===== src/rtl/zint_raster.sv =====
// zint_raster: beam counters and frame/line INT-request pulses for the Z80 interrupt controller.
// Optional feature macro: INT_LIN_NOFRM_EN (suppress line INT on the frame-INT line).
//
// Parameters:
//   H_TOTAL        pixel ticks per line (hcnt wraps at H_TOTAL-1)
//   V_TOTAL        lines per frame      (vcnt wraps at V_TOTAL-1)
// Ports:
//   clk            system clock
//   res            synchronous active-high reset
//   ce             pixel tick enable; counters advance only when ce=1
//   wr, wa, wd     register write: 0=HINT[7:0] 1=VINT[7:0] 2=VINT[8] (wd[0]) 3=LDIV[7:0]
//   hcnt, vcnt     current beam position
//   line_start     one-clk pulse after the ce edge on which hcnt wraps to 0
//   frame_start    one-clk pulse after the ce edge on which (hcnt,vcnt) wraps to (0,0)
//   int_start_frm  one-clk frame-INT request pulse
//   int_start_lin  one-clk line-INT request pulse
module zint_raster #(
   parameter int H_TOTAL = 448,
   parameter int V_TOTAL = 320
) (
   input  logic       clk,
   input  logic       res,
   input  logic       ce,
   input  logic       wr,
   input  logic [1:0] wa,
   input  logic [7:0] wd,
   output logic [8:0] hcnt,
   output logic [8:0] vcnt,
   output logic       line_start,
   output logic       frame_start,
   output logic       int_start_frm,
   output logic       int_start_lin
);

   localparam logic [8:0] H_LAST = 9'(H_TOTAL - 1);
   localparam logic [8:0] V_LAST = 9'(V_TOTAL - 1);

   logic [8:0] hcnt_q, hcnt_d;
   logic [8:0] vcnt_q, vcnt_d;

   // CPU-visible staging copies and the frame-synchronous active copies
   logic [7:0] hint_s_q, hint_s_d;
   logic [8:0] vint_s_q, vint_s_d;
   logic [7:0] ldiv_s_q, ldiv_s_d;
   logic [7:0] hint_a_q, hint_a_d;
   logic [8:0] vint_a_q, vint_a_d;
   logic [7:0] ldiv_a_q, ldiv_a_d;

   logic [7:0] ldc_q, ldc_d;

   logic ls_q, ls_d;
   logic fs_q, fs_d;
   logic frm_q, frm_d;
   logic lin_q, lin_d;

   logic h_end, v_end, f_wrap;
   logic lin_ev, lin_ok;

   always_comb begin
      h_end  = (hcnt_q == H_LAST);
      v_end  = (vcnt_q == V_LAST);
      f_wrap = ce & h_end & v_end;
      lin_ev = ce & (hcnt_q == 9'd0);

      hcnt_d = hcnt_q;
      vcnt_d = vcnt_q;
      if (ce) begin
         if (h_end) begin
            hcnt_d = 9'd0;
            vcnt_d = v_end ? 9'd0 : vcnt_q + 9'd1;
         end else begin
            hcnt_d = hcnt_q + 9'd1;
         end
      end

      // Transfer sees the pre-write staging value, so a write on the
      // wrap cycle itself lands one frame later.
      hint_a_d = hint_a_q;
      vint_a_d = vint_a_q;
      ldiv_a_d = ldiv_a_q;
      if (f_wrap) begin
         hint_a_d = hint_s_q;
         vint_a_d = vint_s_q;
         ldiv_a_d = ldiv_s_q;
      end

      hint_s_d = hint_s_q;
      vint_s_d = vint_s_q;
      ldiv_s_d = ldiv_s_q;
      if (wr) begin
         unique case (wa)
            2'd0: hint_s_d      = wd;
            2'd1: vint_s_d[7:0] = wd;
            2'd2: vint_s_d[8]   = wd[0];
            2'd3: ldiv_s_d      = wd;
         endcase
      end

      // ldc counts lines modulo LDIV+1; frame wrap realigns it to line 0
      ldc_d = ldc_q;
      if (lin_ev) begin
         ldc_d = (ldc_q == ldiv_a_q) ? 8'd0 : ldc_q + 8'd1;
      end
      if (f_wrap) begin
         ldc_d = 8'd0;
      end

`ifdef INT_LIN_NOFRM_EN
      lin_ok = (vcnt_q != vint_a_q);
`else
      lin_ok = 1'b1;
`endif

      // HINT counts pixel pairs
      ls_d  = ce & h_end;
      fs_d  = f_wrap;
      frm_d = ce & (hcnt_q == {hint_a_q, 1'b0})
                 & (vcnt_q == vint_a_q);
      lin_d = lin_ev & (ldc_q == 8'd0) & lin_ok;
   end

   always_ff @(posedge clk) begin
      if (res) begin
         hcnt_q   <= '0;
         vcnt_q   <= '0;
         hint_s_q <= '0;
         vint_s_q <= '0;
         ldiv_s_q <= '0;
         hint_a_q <= '0;
         vint_a_q <= '0;
         ldiv_a_q <= '0;
         ldc_q    <= '0;
         ls_q     <= 1'b0;
         fs_q     <= 1'b0;
         frm_q    <= 1'b0;
         lin_q    <= 1'b0;
      end else begin
         hcnt_q   <= hcnt_d;
         vcnt_q   <= vcnt_d;
         hint_s_q <= hint_s_d;
         vint_s_q <= vint_s_d;
         ldiv_s_q <= ldiv_s_d;
         hint_a_q <= hint_a_d;
         vint_a_q <= vint_a_d;
         ldiv_a_q <= ldiv_a_d;
         ldc_q    <= ldc_d;
         ls_q     <= ls_d;
         fs_q     <= fs_d;
         frm_q    <= frm_d;
         lin_q    <= lin_d;
      end
   end

   assign hcnt          = hcnt_q;
   assign vcnt          = vcnt_q;
   assign line_start    = ls_q;
   assign frame_start   = fs_q;
   assign int_start_frm = frm_q;
   assign int_start_lin = lin_q;

endmodule


===== config.mk =====
export PLATFORM = sky130hd
export DESIGN_NAME = zint_raster
export DESIGN_NICKNAME = d
export VERILOG_FILES = /design/src/rtl/zint_raster.sv
export SDC_FILE = /design/constraint.sdc
export NUM_CORES = 1
export LEC_CHECK = 0
export BUFFER_PORTS_ARGS = -buffer_cell sky130_fd_sc_hd__clkbuf_2
export CAP_MARGIN = 20
export CORE_ASPECT_RATIO = 0.6
export CORE_MARGIN = 3
export CORE_UTILIZATION = 65
export CTS_BUF_LIST = sky130_fd_sc_hd__clkbuf_4 sky130_fd_sc_hd__clkbuf_8
export DETAILED_ROUTE_END_ITERATION = 12
export PLACE_DENSITY = 0.87
export SYNTH_ARGS = -nofsm -noshare
export SYNTH_HDL_FRONTEND = slang
export SYNTH_SLANG_ARGS = --single-unit

===== constraint.sdc =====
create_clock -name clk -period 3.3 [get_ports clk]
set_input_delay 0.825 -clock clk [delete_from_list [all_inputs] [get_ports clk]]
set_output_delay 0.825 -clock clk [all_outputs]
set_load 0.02 [all_outputs]

# Word-level counts from Yosys, hierarchy flattened
# Index checks and enable logic that the tools add are counted.
[word_totals]
output_inout_bits = 22
wordCells = 43
input_bits = 14
ff_bits = 80
[op_classes]
n_bitwise = 6
n_reduce_logical = 9
muxes = 3
n_eq_ne = 8
n_addsub = 3
[op_table]
columns = ["op", "count"]
rows = [
  ["adder 9 x 1 -> 9 bit, second input constant", 2],
  ["equality test 9 bit", 2],
  ["equality test 9 bit, second input constant", 2],
  ["2-to-1 mux 9 bit", 2],
  ["AND reduction 2 bit", 5],
  ["logical NOT 9 bit", 1],
  ["adder 8 x 1 -> 8 bit, second input constant", 1],
  ["equality test 8 bit", 1],
  ["logical NOT 8 bit", 1],
  ["2-to-1 mux 8 bit", 1],
  ["bitwise AND 1 bit", 6],
  ["equality test 2 bit, second input constant", 2],
  ["equality test 2 x 1 -> 1 bit, second input constant", 1],
  ["logical NOT 2 bit", 1],
  ["OR reduction 2 bit", 1],
]

# Logic depth before layout (Yosys ltp)
# Gate-level depths: netlist (run 1).
[depth]
ltp_word = 4
ltp_mapped = 7

# Least setup slack after synthesis (run 1)
# Ideal clock, no wire load.
[synth_timing]
kind = "input to register"
startpoint = "input ce"
endpoint = "register hint_a_q[2]"
n_path_buf = 2
setup_ns = 0.117
path_stages = 6
arrival_ns = 2.018
setup_slack_ns = 1.165
cell_sequence = "buf_2 > nand3_2 > nor3_4 > a41oi_2 > buf_2 > a22o_1"
[synth_between]
elab_chain_cells = 2
[synth_lines]
columns = ["element", "line_no", "rtl"]
rows = [
  ["start, declared", "23", "input logic ce,"],
  ["bitwise AND 1 bit (2 in series)", "62", "f_wrap = ce & h_end & v_end;"],
  ["end signal, assigned", "143", "hint_a_q <= hint_a_d;"],
  ["end, declared", "45", "logic [7:0] hint_a_q, hint_a_d;"],
]
# Every way passes these cells.
# A chain may end at the register's enable or synchronous reset.

# Final worst setup path (run 1)
[layout_timing]
startpoint = "register hcnt_q[0], in the netlist hcnt[0]"
endpoint = "register vint_a_q[3]"
[layout_between]
elab_chain_cells = 3
[layout_lines]
columns = ["element", "line_no", "rtl"]
rows = [
  ["start, declared", "38", "logic [8:0] hcnt_q, hcnt_d;"],
  ["start signal, assigned", "138", "hcnt_q <= hcnt_d;"],
  ["equality test 9 bit", "60", "h_end = (hcnt_q == H_LAST);"],
  ["bitwise AND 1 bit (2 in series)", "62", ""],
  ["end signal, assigned", "144", "vint_a_q <= vint_a_d;"],
  ["end, declared", "46", "logic [8:0] vint_a_q, vint_a_d;"],
]
# Every way passes these cells.

==> results of run 1 <==
sequential cells by signal (all words and copies together) (netlist names):
register       cells
hint_s_q           8
frame_start        1
ldiv_s_q           8
hint_a_q           8
vint_a_q           9
line_start         1
vcnt               9
int_start_frm      1
int_start_lin      1
ldiv_a_q           8
hcnt               9
vint_s_q           9
ldc_q              8
logic make-up after synthesis:
kind of cell / after synthesis / synth area share (%)
and+or+nand+nor: 120 / 19.8
DFF: 80 / 46.1
AOI/OAI and AO/OA: 45 / 10.5
xor gates and xnor gates: 39 / 9.84
muxes: 28 / 8.11
buffers and inverters: 25 / 3.82
adders and majority gates: 5 / 1.80
cell type report:
class | instances | area (µm²) | share of cell area (%)
multi-input combinational | 237 | 1740 | 45.3
clock inverter | 6 | 67.6 | 1.76
inverter | 4 | 15.0 | 0.392
tap | 63 | 78.8 | 2.06
sequential | 80 | 1600 | 41.8
timing repair buffer | 39 | 209 | 5.45
clock buffer | 9 | 124 | 3.23
cells in the final DEF, fill, tap and decap left out, drive strengths merged:
cell type  instances
dfxtp             80
clkbuf            44
nor2              40
mux2i             27
xnor2             26
a22o              25
nand4             14
nand2             13
xor2              13
nor3               9
nand3              9
a21oi              7
inv                6
and3               5
o21ai              5
ha                 5
nor4               5
or3                4
nor2b              4
buf                4
a211oi             3
or4                3
nand3b             3
nand2b             2
o31ai              2
clkinvlp           2
and4bb             2
nor3b              2
a41oi              1
and2b              1
a41o               1
and4               1
mux2               1
nand4b             1
and3b              1
a31oi              1
nor4b              1
clkinv             1
bufinv             1
worst min-delay path by stage:
stage	startpoint	to	slack [ns]	depth (start not counted)
after floorplan	hint_s_q[2]$_SDFFE_PP0P_	hint_a_q[2]$_SDFFE_PP0P_	0.44	1
after global placement	vint_s_q[2]$_SDFFE_PP0P_	vint_a_q[2]$_SDFFE_PP0P_	0.45	1
after detailed placement	hint_s_q[1]$_SDFFE_PP0P_	hint_a_q[1]$_SDFFE_PP0P_	0.46	1
after CTS	ldiv_s_q[4]$_SDFFE_PP0P_	ldiv_a_q[4]$_SDFFE_PP0P_	0.48	1
after global routing	ldiv_s_q[4]$_SDFFE_PP0P_	ldiv_a_q[4]$_SDFFE_PP0P_	0.49	1
final	ldiv_s_q[4]$_SDFFE_PP0P_	ldiv_a_q[4]$_SDFFE_PP0P_	0.48	1
power by group:
group / leakage (nW) / switching, mW / internal [mW]
Clock: 0.0921 / 0.351 / 0.349
Combinational: 0.862 / 0.0731 / 0.0463
Sequential: 0.647 / 0.0157 / 0.982
Total: 1.60 / 0.440 / 1.38
metal layers:
metal	vias to the layer above	GRT usage, %	part of all wire [%]
met5	-	0	0
met2	107	36.1	43
met3	15	9.36	7.8
met4	0	8.24	1.4
met1	1265	36.7	48
li1	1281	-	-
==> results list, run 1 <==
* Sequential area share after synthesis: 46.1%
- Global-route wire length before repair: 12600 µm
* Top cell types by occurrence after synthesis: 80 x sky130_fd_sc_hd__dfxtp_1, 40 x sky130_fd_sc_hd__nor2_1, 27 x sky130_fd_sc_hd__mux2i_1
- The number of gates resized after CTS was 0.
* Die width: between 100 and 150 µm
- Counting tap cells, the placed design contains a total of between 400 and 500 instances.
* Number of input and output port buffers inserted: 35
- Global routing used between 20 and 30% of the available tracks across all layers.
- Setup violations remaining at the end of the flow were counted as 0.
* Portion of synthesized cell area occupied by the leading cell type: 46.1%
- Post-layout min period: approximately 2.2 ns
* Path type of the worst setup path: reg -> reg
- Slew Limit Headroom: a little under three fifths
- Count leader, synth: sky130_fd_sc_hd__dfxtp_1
- Max rail drop VDD: roughly 0.44 mV
- Yosys mapped a number of flops with a built-in enable equal to 0.
- Timing analysis after detailed placement gives a worst setup slack of around 0.67 ns.
- Post-route clock period utilization: about two thirds
- Max-cap violations in this run came to 0.
- Worst path arrival time: 2.44 ns
- Startpoint of the lowest-slack register-to-register path: hcnt[0]$_SDFFE_PP0P_
- At the pin with the least slew margin, the transition time is approximately 0.64 ns.
- Drt drc: 0
- The critical path goes through ha_1 > nand3_2 > nor3_4 > a41oi_2 > buf_6 > a22o_1.
- The worst setup path is launched from a register.
- Number of hold buffers added after cts: 0
- In this run, CTS created clock tree buffers numbering 9.
* Pwr dens: between 400 and 500 nW/µm²
* Total negative slack for setup checks: 0 ns
* Number of instances in the synthesized netlist: ~340
- End point of the critical path: vint_a_q[3]$_SDFFE_PP0P_
* Worst path setup slack after routing: about 1.1 ns
- Post-synthesis cell area: around 3500 µm²
- The Yosys step of the flow raised 0 warnings.
* Result of the run: complete, no violations
* Filler-free cell count of the finished design: 438
- RSZ-0062 raised after global routing: false
* Antenna diode count: 0
- Vias/cell: between 6 and 7
* Hold WC Path Type: reg -> reg
* Hold slack: roughly 0.48 ns
- At the end of the flow the core is filled with cells to a little under 80%.
* Async S/R FF share, synth: 0%
* Iteration count of the initial detailed-routing pass: 4
- After synthesis, the mean cell area works out to approximately 10 µm².
* DRT iter0 DRCs: about 230
- Clock tree from TritonCTS: built
- After synthesis the netlist holds a flip-flop and latch count of 80.
- Critical path buffer and inverter count: 1
* Clock Sink Count: 80
- Among all flip-flop cells after synthesis, the most frequent one is sky130_fd_sc_hd__dfxtp_1.
* Die boundary height: ~63 µm
- Final hold vios: 0
* Path depth of the worst reg2reg path: 6
- Initial Util: a little under three quarters
* Weighted congestion at the end of routability-driven global placement: 0.845
* Maximum number of pins on one net before global-route repair: 27
- After routing the design area is between 3000 and 4000 µm².
- In this run the number of cells on the critical path is 6.
* Achievable clock frequency: between 400 and 500 MHz
- Largest fanout on the critical path: 13
- Total nets after synthesis: 361
* Number of antenna violations at the first check in global routing: 0
- Among cell families on the critical path, the largest total delay comes from compound AO/OA/AOI/OAI gates.
- Post-Route Skew: about 0.0076 ns
* Placed wire-length estimate: between 5000 and 6000 µm
- The root buffer cell chosen for the clock tree is sky130_fd_sc_hd__clkbuf_8.
- Across all register-to-register paths, the minimum setup slack is around 1.1 ns.
- The worst register-to-register path ends at vint_a_q[3]$_SDFFE_PP0P_.
* Area enclosed by the die boundary: approximately 6300 µm²
- Once the clock tree was built, the setup fixing pass inserted 0 buffers.
- H-tree depth reported by CTS: 3
* Remaining Overflow, GRT: 0
* Worst-Skew Late Latency: 0.35 ns
- Summed over all cells, the static leakage comes to 1.60 nW.
* Number of routed nets with antenna violations: 0
* Buffer depth of the longest clock path: 2
- Post-synthesis cell type count: 44
- WL final: ~7500 µm
* Total via count in the routed design: around 2700
- After clock tree synthesis, the clock-pin slew on the worst setup and hold paths is 0.08 ns.
- Rows: 19
- The max-slew violation count was 0.
- The synthesized design spends more area on one cell type than any other, namely sky130_fd_sc_hd__dfxtp_1.
- Vias in the first global route: 2467
- Synth area leaders: sky130_fd_sc_hd__dfxtp_1 46%, sky130_fd_sc_hd__mux2i_1 7.8%, sky130_fd_sc_hd__xnor2_1 6.6%, sky130_fd_sc_hd__a22o_1 6.3%, sky130_fd_sc_hd__nor2_1 4.3%
- Of the cells placed in the final design, the portion with a size suffix greater than 1 is 18.1%.
- Dividing the detail-routed wire length by the instance count gives 17.2 µm.
- Post-route total power: ~1.8 mW
- Highest-delay cell along the critical path: sky130_fd_sc_hd__dfxtp_1
- The core region is approximately 4800 µm².
- Data required time at the worst endpoint: around 3.6 ns
- Counting the fill cells in the layout gives around 330.
- The largest single stage delay on the critical path is 0.47 ns.
- Compared with the post-synthesis result, the final layout area differs by 10.4%.
* Kind of end point of the critical path: register
- After the last flow step, the layout net total stands at between 300 and 400.
- Placement-stage cell area: about 3600 µm²
- Crit. Startpoint: hcnt[0]$_SDFFE_PP0P_
- 36 I/O pins were placed.
Note: power is estimated with default switching activity, not from simulation.
==> run 2: changes to the inputs <==
- ABC_AREA: default -> 1
- CORE_UTILIZATION: 65 -> 61
- PLACE_DENSITY: 0.87 -> 0.82
- clock period: 3.3 -> 2.3 ns (I/O delays scaled with it)
==> results list, run 2 <==
- Startpoint of the lowest-slack register-to-register path: hcnt[1]$_SDFFE_PP0P_
- The measured slew at the worst slew-check pin was 0.564 ns (-0.0736 ns).
- Slew Limit Headroom: 62.2% (+4.7 points)
- The post-detailed-routing wire length came to 8450 µm (+12%).
- The synthesized area per cell came to 7.11 µm² (-30%).
- GR Util All Layers: 26.2% (+0.43 points)
- The x dimension of the die is 105 µm (+5.0%).
* Achievable clock frequency: 503 MHz (+11%)
* Buffer depth of the longest clock path: 2 (unchanged)
* Fillcell total: 467 (+41%)
* Count leader, synth: sky130_fd_sc_hd__nand2_1
- The number of cells produced by synthesis came to 509 (+49%).
- Die boundary height: 65.7 µm (+4.9%)
* Clock tree from TritonCTS: built
- Crit path cell chain: ha_1 > nand4_4 > nor2_2 > nand2_2 > nand2_4 > nand2_4 > nand2_2 > nor2_1
- The required arrival time at the worst endpoint came to 2.55 ns (-1.00 ns).
- Yosys top cell by area: sky130_fd_sc_hd__dfxtp_1
- The proportion of layout cells with a drive suffix above 1 came to 12.3% (-5.8 points).
* Critical path's largest stage delay: 0.44 ns (-0.03 ns)
- The average wire length per cell after detail routing was 13.3 µm (-23%).
* Core region area: 5650 µm² (+16%)
- Leading cell types in the layout, fill and taps excluded: 161 x sky130_fd_sc_hd__nand2_1, 80 x sky130_fd_sc_hd__dfxtp_1, 76 x sky130_fd_sc_hd__nor2_1
* Max rail drop VDD: 0.406 mV (-7.6%)
- Number of ports placed on the die boundary: 36 (unchanged)
- The DRC violation count after routing was 0 (unchanged).
* Placement-stage cell area: 3840 µm² (+5.9%)
- The post-route clock period utilization is 86.4% (+20 points).
- In this run the most critical hold path is launched from ldiv_s_q[2]$_SDFFE_PP0P_.
* Clock Sink Count: 80 (unchanged)
* Final hold vios: 0 (unchanged)
- The clock latency on the worst-skew pair is 0.35 ns (about the same).
- The worst-case register-to-register setup slack is 0.31 ns (-0.79 ns).
* Post-layout min period: 1.99 ns (-0.211 ns)
* Post-CTS setup buffer count: 0 (unchanged)
- Initial Util: 64.0% (-7.6 points)
- The global placement routability congestion came to 0.940 (+11%).
- Most common cell after layout, fill and taps aside: sky130_fd_sc_hd__nand2_1
* Total nets after synthesis: 528 (+46%)
- The count of cells resized by post-cts repair came to 0 (unchanged).
* Inserted Clock Buffers: 9 (unchanged)
- Ranked by total cell area, the synthesized netlist is headed by sky130_fd_sc_hd__dfxtp_1 44%, sky130_fd_sc_hd__nand2_1 17%, sky130_fd_sc_hd__nor2_1 7.9%, sky130_fd_sc_hd__inv_1 5.5%, sky130_fd_sc_hd__nand3_1 4.3%.
* Maximum number of pins on one net before global-route repair: 29 (+7.4%)
* Total of flip-flops plus latches after synthesis: 80 (unchanged)
- Among all stages on the critical path, the largest delay is contributed by sky130_fd_sc_hd__dfxtp_1.
* Category of the worst setup path launch point: register
- The number of rows created at floorplan came to 21 (+2).
- Total non-filler cell area in the finished layout: 4090 µm² (+6.7%)
- The first-pass GRT wire length was 14300 µm (+13%).
- Hold WC Path Type: reg -> reg
- The count of port buffers added during placement was 35 (unchanged).
* Number of routed nets with antenna violations: 0 (unchanged)
- The setup total negative slack is 0 ns (unchanged).
- Counting instances in the post-synthesis netlist gives the leading cell types as 161 x sky130_fd_sc_hd__nand2_1, 80 x sky130_fd_sc_hd__dfxtp_1, 76 x sky130_fd_sc_hd__nor2_1.
- The final setup slack of the worst path is 0.314 ns (-0.789 ns).
* Total via count in the routed design: 3299 (+24%)
* Vias in the first global route: 3006 (+22%)
- The starting DRC count in detailed routing came to 232 (+2.2%).
* Max-slew violation count: 0 (unchanged)
* Setup-failing EPs final: 0 (unchanged)
- H-tree depth reported by CTS: 3 (unchanged)
- The clock skew came to 0.00708 ns (-0.000491 ns).
* # nets final: 567 (+45%)
- The initial antenna violation count came to 0 (unchanged).
- Portion of synthesized cell area occupied by the leading cell type: 44.3% (-1.9 points)
* Most used flip-flop cell after synthesis: sky130_fd_sc_hd__dfxtp_1
- The worst register-to-register path ends at ldc_q[7]$_SDFFE_PP0P_.
* Result of the run: complete, no violations
* Iteration count of the initial detailed-routing pass: 5 (+1)
* Area grow syn2layout: 13.1%
- The half-perimeter wire length of the detailed placement result came to 6190 µm (+14%).
- The full die area is 6920 µm² (+10%).
- The final global-route overflow total came to 0 (unchanged).
- The count of inserted antenna diode cells came to 0 (unchanged).
- The number of enable-type register cells in the synthesized netlist is 0 (unchanged).
* Leak Pwr: 2.00 nW (+25%)
- The root buffer cell chosen for the clock tree is sky130_fd_sc_hd__clkbuf_8.
- Vias/cell: 5.21 (-14%)
- Tracing the worst setup path back leads to its startpoint at hcnt[1]$_SDFFE_PP0P_.
* Async S/R FF share, synth: 0% (unchanged)
- Worst path arrival time: 2.23 ns (-0.21 ns)
- Post-synthesis cell type count: 27 (-39%)
- Largest fanout on the critical path: 28 (+15)
- Number of hold buffers added after cts: 0 (unchanged)
- The post-placement setup slack came to 0.310 ns (-0.358 ns).
- RSZ-0062 raised after global routing: false
- Clock transition at the register clock pins on the worst setup and hold paths after CTS: 0.08 ns (about the same)
- The worst setup path is captured at a register.
- Yosys warns: 0 (unchanged)
- End point of the critical path: ldc_q[7]$_SDFFE_PP0P_
- Max-cap check violation count: 0 (unchanged)
- Post-synthesis cell area: 3620 µm² (+4.2%)
* Path type of the worst setup path: reg -> reg
- The depth of the worst register-to-register path is 8 (+2).
* Pwr dens: 713 nW/µm² (+50%)
- Sequential area share after synthesis: 44.3% (-1.9 points)
-- run 2: cell families (layout without fill, tap and decap cells) --
| family | Yosys count | in the layout | synth area share (%) |
|---|---|---|---|
| and+or+nand+nor | 294 | 294 | 34.9 |
| buffers and inverters | 63 | 107 | 7.44 |
| DFF | 80 | 80 | 44.3 |
| xor gates and xnor gates | 23 | 23 | 5.57 |
| AOI/OAI and AO/OA | 44 | 44 | 6.12 |
| adders and majority gates | 5 | 5 | 1.73 |
-- run 2: where the power goes --
group	leakage, nW	internal, mW	switching (mW)
logic	1.23	0.0718	0.138
registers	0.649	1.42	0.0325
clock network	0.121	0.739	0.512
-- run 2: final cells by class --
class / instances / area [µm²] / share of cell area, %
sequential: 80 / 1600 / 39.1
inverter: 53 / 199 / 4.86
clock inverter: 6 / 115 / 2.81
clock buffer: 10 / 131 / 3.21
multi-input combinational: 366 / 1750 / 42.7
timing repair buffer: 38 / 198 / 4.83
tap: 80 / 100 / 2.45
-- run 2: per-layer routing --
layer / vias up / track usage [%] / share of wire, %
met5: - / 0 / 0
met2: 137 / 38.5 / 41
met1: 1501 / 38.2 / 50
met3: 4 / 8.05 / 8.7
met4: 0 / 4.58 / 0.31
li1: 1657 / - / -
-- run 2: worst max-delay path: cells and delay by family (launching register included) --
kind	cells	cell delay [ns]
flip-flops	1	0.44
adder cells (fa/ha/maj)	1	0.28
AND/OR/NAND/NOR	7	1.16
-- run 2: stage by stage --
step	hold WS, ns	power (mW)	cells	util (%)
final	0.447	2.92	633	72.4
after global routing	0.471	3.03	633	72.4
after floorplan	0.414	1.63	509	-
after global placement	0.430	1.69	617	68.1
after detailed placement	0.429	1.70	617	68.1
after CTS	0.447	2.93	633	72.4
-- run 2: how the worst min path moves through the flow --
stage	to	slack, ns	cells past startpoint
final	ldiv_a_q[2]$_SDFFE_PP0P_	0.45	2
after global routing	vcnt[2]$_SDFFE_PP0P_	0.47	2
after CTS	ldiv_a_q[7]$_SDFFE_PP0P_	0.45	2
after detailed placement	ldiv_a_q[7]$_SDFFE_PP0P_	0.43	2
after global placement	ldiv_a_q[7]$_SDFFE_PP0P_	0.43	2
after floorplan	vint_a_q[0]$_SDFFE_PP0P_	0.41	2
==> run 3: changes to the inputs <==
- CORE_UTILIZATION: 61 -> 58
- CTS_BUF_LIST: sky130_fd_sc_hd__clkbuf_4 sky130_fd_sc_hd__clkbuf_8 -> default
- PLACE_DENSITY: 0.82 -> 0.79
==> results list, run 3 (synthesis gave the netlist of run 2 again) <==
- Kind of end point of the critical path: register
- The smallest hold slack was 0.445 ns (-0.00193 ns).
* Path type of the worst setup path: reg -> reg
- The detailed-router iteration count before antenna repair is 5 (unchanged).
- Post-route clock period utilization: 83.3% (-3.1 points)
- Area enclosed by the die boundary: 7250 µm² (+4.8%)
* WL final: 8150 µm (-3.6%)
* Leak Pwr: 1.98 nW (-0.70%)
- Die width: 108 µm (+2.4%)
* Clock Sink Count: 80 (unchanged)
- The max-slew violation count came to 0 (unchanged).
* H-tree depth reported by CTS: 3 (unchanged)
- The number of placed cells counting well taps was 617 (unchanged).
- The relative max-transition margin came to 64.3% (+2.1 points).
- The final layout net count was 567 (unchanged).
* Core region area: 5810 µm² (+2.8%)
- Max rail drop VDD: 0.462 mV (+14%)
* Rows: 21 (unchanged)
* Placed wire-length estimate: 6020 µm (-2.7%)
* Number of input and output port buffers inserted: 35 (unchanged)
- The via count of the first global-routing pass is 2858 (-4.9%).
- The number of buffers inserted by hold repair at cts came to 0 (unchanged).
- The DRC violation count after routing was 0 (unchanged).
* Final hold vios: 0 (unchanged)
- The placed cell area was 3840 µm² (unchanged).
* Number of antenna violations at the first check in global routing: 0 (unchanged)
* Least-Margin Pin Slew: 0.532 ns (-0.0318 ns)
- The tree is rooted in a sky130_fd_sc_hd__clkbuf_8.
- The maximum number of pins on one net before global-route repair is 29 (unchanged).
* Global-route wire length before repair: 13600 µm (-4.6%)
* Worst path arrival time: 2.15 ns (-0.08 ns)
- Max-cap check violation count: 0 (unchanged)
- The global placement routability congestion came to 0.980 (+4.3%).
- Worst path setup slack after routing: 0.385 ns (+0.0715 ns)
* Worst setup timing slack at the placement stage: 0.344 ns (+0.0340 ns)
* Leading cell types in the layout, fill and taps excluded: 161 x sky130_fd_sc_hd__nand2_1, 80 x sky130_fd_sc_hd__dfxtp_1, 76 x sky130_fd_sc_hd__nor2_1
- Total non-filler cell area in the finished layout: 4070 µm² (-0.52%)
* Post-CTS setup buffer count: 0 (unchanged)
- Hold WC Path Type: reg -> reg
* Largest fanout on the critical path: 28 (unchanged)
- Filler-free cell count of the finished design: 633 (unchanged)
* Worst-Skew Late Latency: 0.35 ns (about the same)
* Number of ports placed on the die boundary: 36 (unchanged)
- Leaving out fill and tap cells, the most frequent cell in the layout is sky130_fd_sc_hd__nand2_1.
- Achievable clock frequency: 522 MHz (+3.7%)
- The required arrival time at the worst endpoint is 2.53 ns (-0.02 ns).
- Setup repair after global routing left no endpoint under its margin.
- The setup total negative slack came to 0 ns (unchanged).
* Vias/cell: 5.03 (-3.4%)
- Total via count in the routed design: 3187 (-3.4%)
- Clock transition at the register clock pins on the worst setup and hold paths after CTS: 0.09 ns (about the same)
- Number of routed nets with antenna violations: 0 (unchanged)
- The count of cells resized by post-cts repair is 0 (unchanged).
* Initial Util: 62.3% (-1.7 points)
- Pwr dens: 691 nW/µm² (-3.0%)
- Layout cell share with drive strength beyond 1: 12.3% (unchanged)
- The combined global-route utilization of all metal layers is 24.4% (-1.8 points).
- Buffer depth of the longest clock path: 2 (unchanged)
* Category of the worst setup path launch point: register
- The height of the die was 67.2 µm (+2.3%).
- The average wire length per cell after detail routing was 12.9 µm (-3.6%).
- Antenna diode count: 0 (unchanged)
- Inserted Clock Buffers: 9 (unchanged)
- Result of the run: complete, no violations
* Fillcell total: 490 (+4.9%)
- DRT iter0 DRCs: 198 (-15%)
* Clock tree from TritonCTS: built
- The area growth from synthesis to layout is 12.5%.
- Post-Route Skew: 0.0100 ns (+0.00292 ns)
- The count of final setup violators is 0 (unchanged).
- The clock period minus worst slack came to 1.91 ns (-0.0715 ns).
- The final global-route overflow total was 0 (unchanged).
-- run 3: changes by cell type in the layout (fill, tap and decap cells not counted), sizes merged --
| cell | change |
|---|---|
| clkinvlp | +1 |
| clkbuf | -1 |
| bufinv | -1 |
| inv | +1 |
-- run 3: area by class of cell --
| type | count | area [µm²] | area share, % |
|---|---|---|---|
| Sequential cell | 80 | 1600 | 39.3 |
| Multi-Input combinational cell | 366 | 1750 | 42.9 |
| Clock buffer | 9 | 124 | 3.04 |
| Timing Repair Buffer | 38 | 198 | 4.86 |
| Inverter | 53 | 199 | 4.89 |
| Clock inverter | 7 | 101 | 2.49 |
| Tap cell | 80 | 100 | 2.46 |
-- run 3: critical path, cell delays in order (launching register included) --
cell and delay [ns]:
sky130_fd_sc_hd__dfxtp_1 0.42, sky130_fd_sc_hd__ha_1 0.26, sky130_fd_sc_hd__nand4_4 0.16, sky130_fd_sc_hd__nor2_2 0.20, sky130_fd_sc_hd__nand2_2 0.13, sky130_fd_sc_hd__nand2_4 0.14, sky130_fd_sc_hd__nand2_4 0.21, sky130_fd_sc_hd__nand2_2 0.22
sky130_fd_sc_hd__nor2_1 0.06
-- run 3: worst paths after layout --
path                               to  cells past startpoint                      from  slack (ns)
max             ldc_q[6]$_SDFFE_PP0P_                      8      hcnt[1]$_SDFFE_PP0P_        0.39
min          hint_a_q[6]$_SDFFE_PP0P_                      2  hint_s_q[6]$_SDFFE_PP0P_        0.45
max reg2reg     ldc_q[6]$_SDFFE_PP0P_                      8      hcnt[1]$_SDFFE_PP0P_        0.39
min reg2reg  hint_a_q[6]$_SDFFE_PP0P_                      2  hint_s_q[6]$_SDFFE_PP0P_        0.45
-- run 3: per-layer routing --
metal | vias to the layer above | share of wire (%) | global-route usage (%)
met1 | 1426 | 53 | 36.2
met5 | - | 0 | 0
met4 | 0 | 0.76 | 6.30
li1 | 1655 | - | -
met3 | 7 | 7.3 | 7.16
met2 | 99 | 39 | 34.7
-- run 3: metrics by stage --
step | total power, mW | util (%)
after detailed placement | 1.70 | 66.2
after global routing | 2.95 | 70.1
after floorplan | 1.63 | -
after global placement | 1.69 | 66.2
final | 2.81 | 70.1
after CTS | 2.84 | 70.1
-- run 3: report_power, final --
part           switching [mW]  internal (mW)  leakage [nW]
logic                   0.137         0.0719          1.23
clock network           0.528          0.620         0.106
registers              0.0324           1.42         0.649
total                   0.698           2.12          1.98
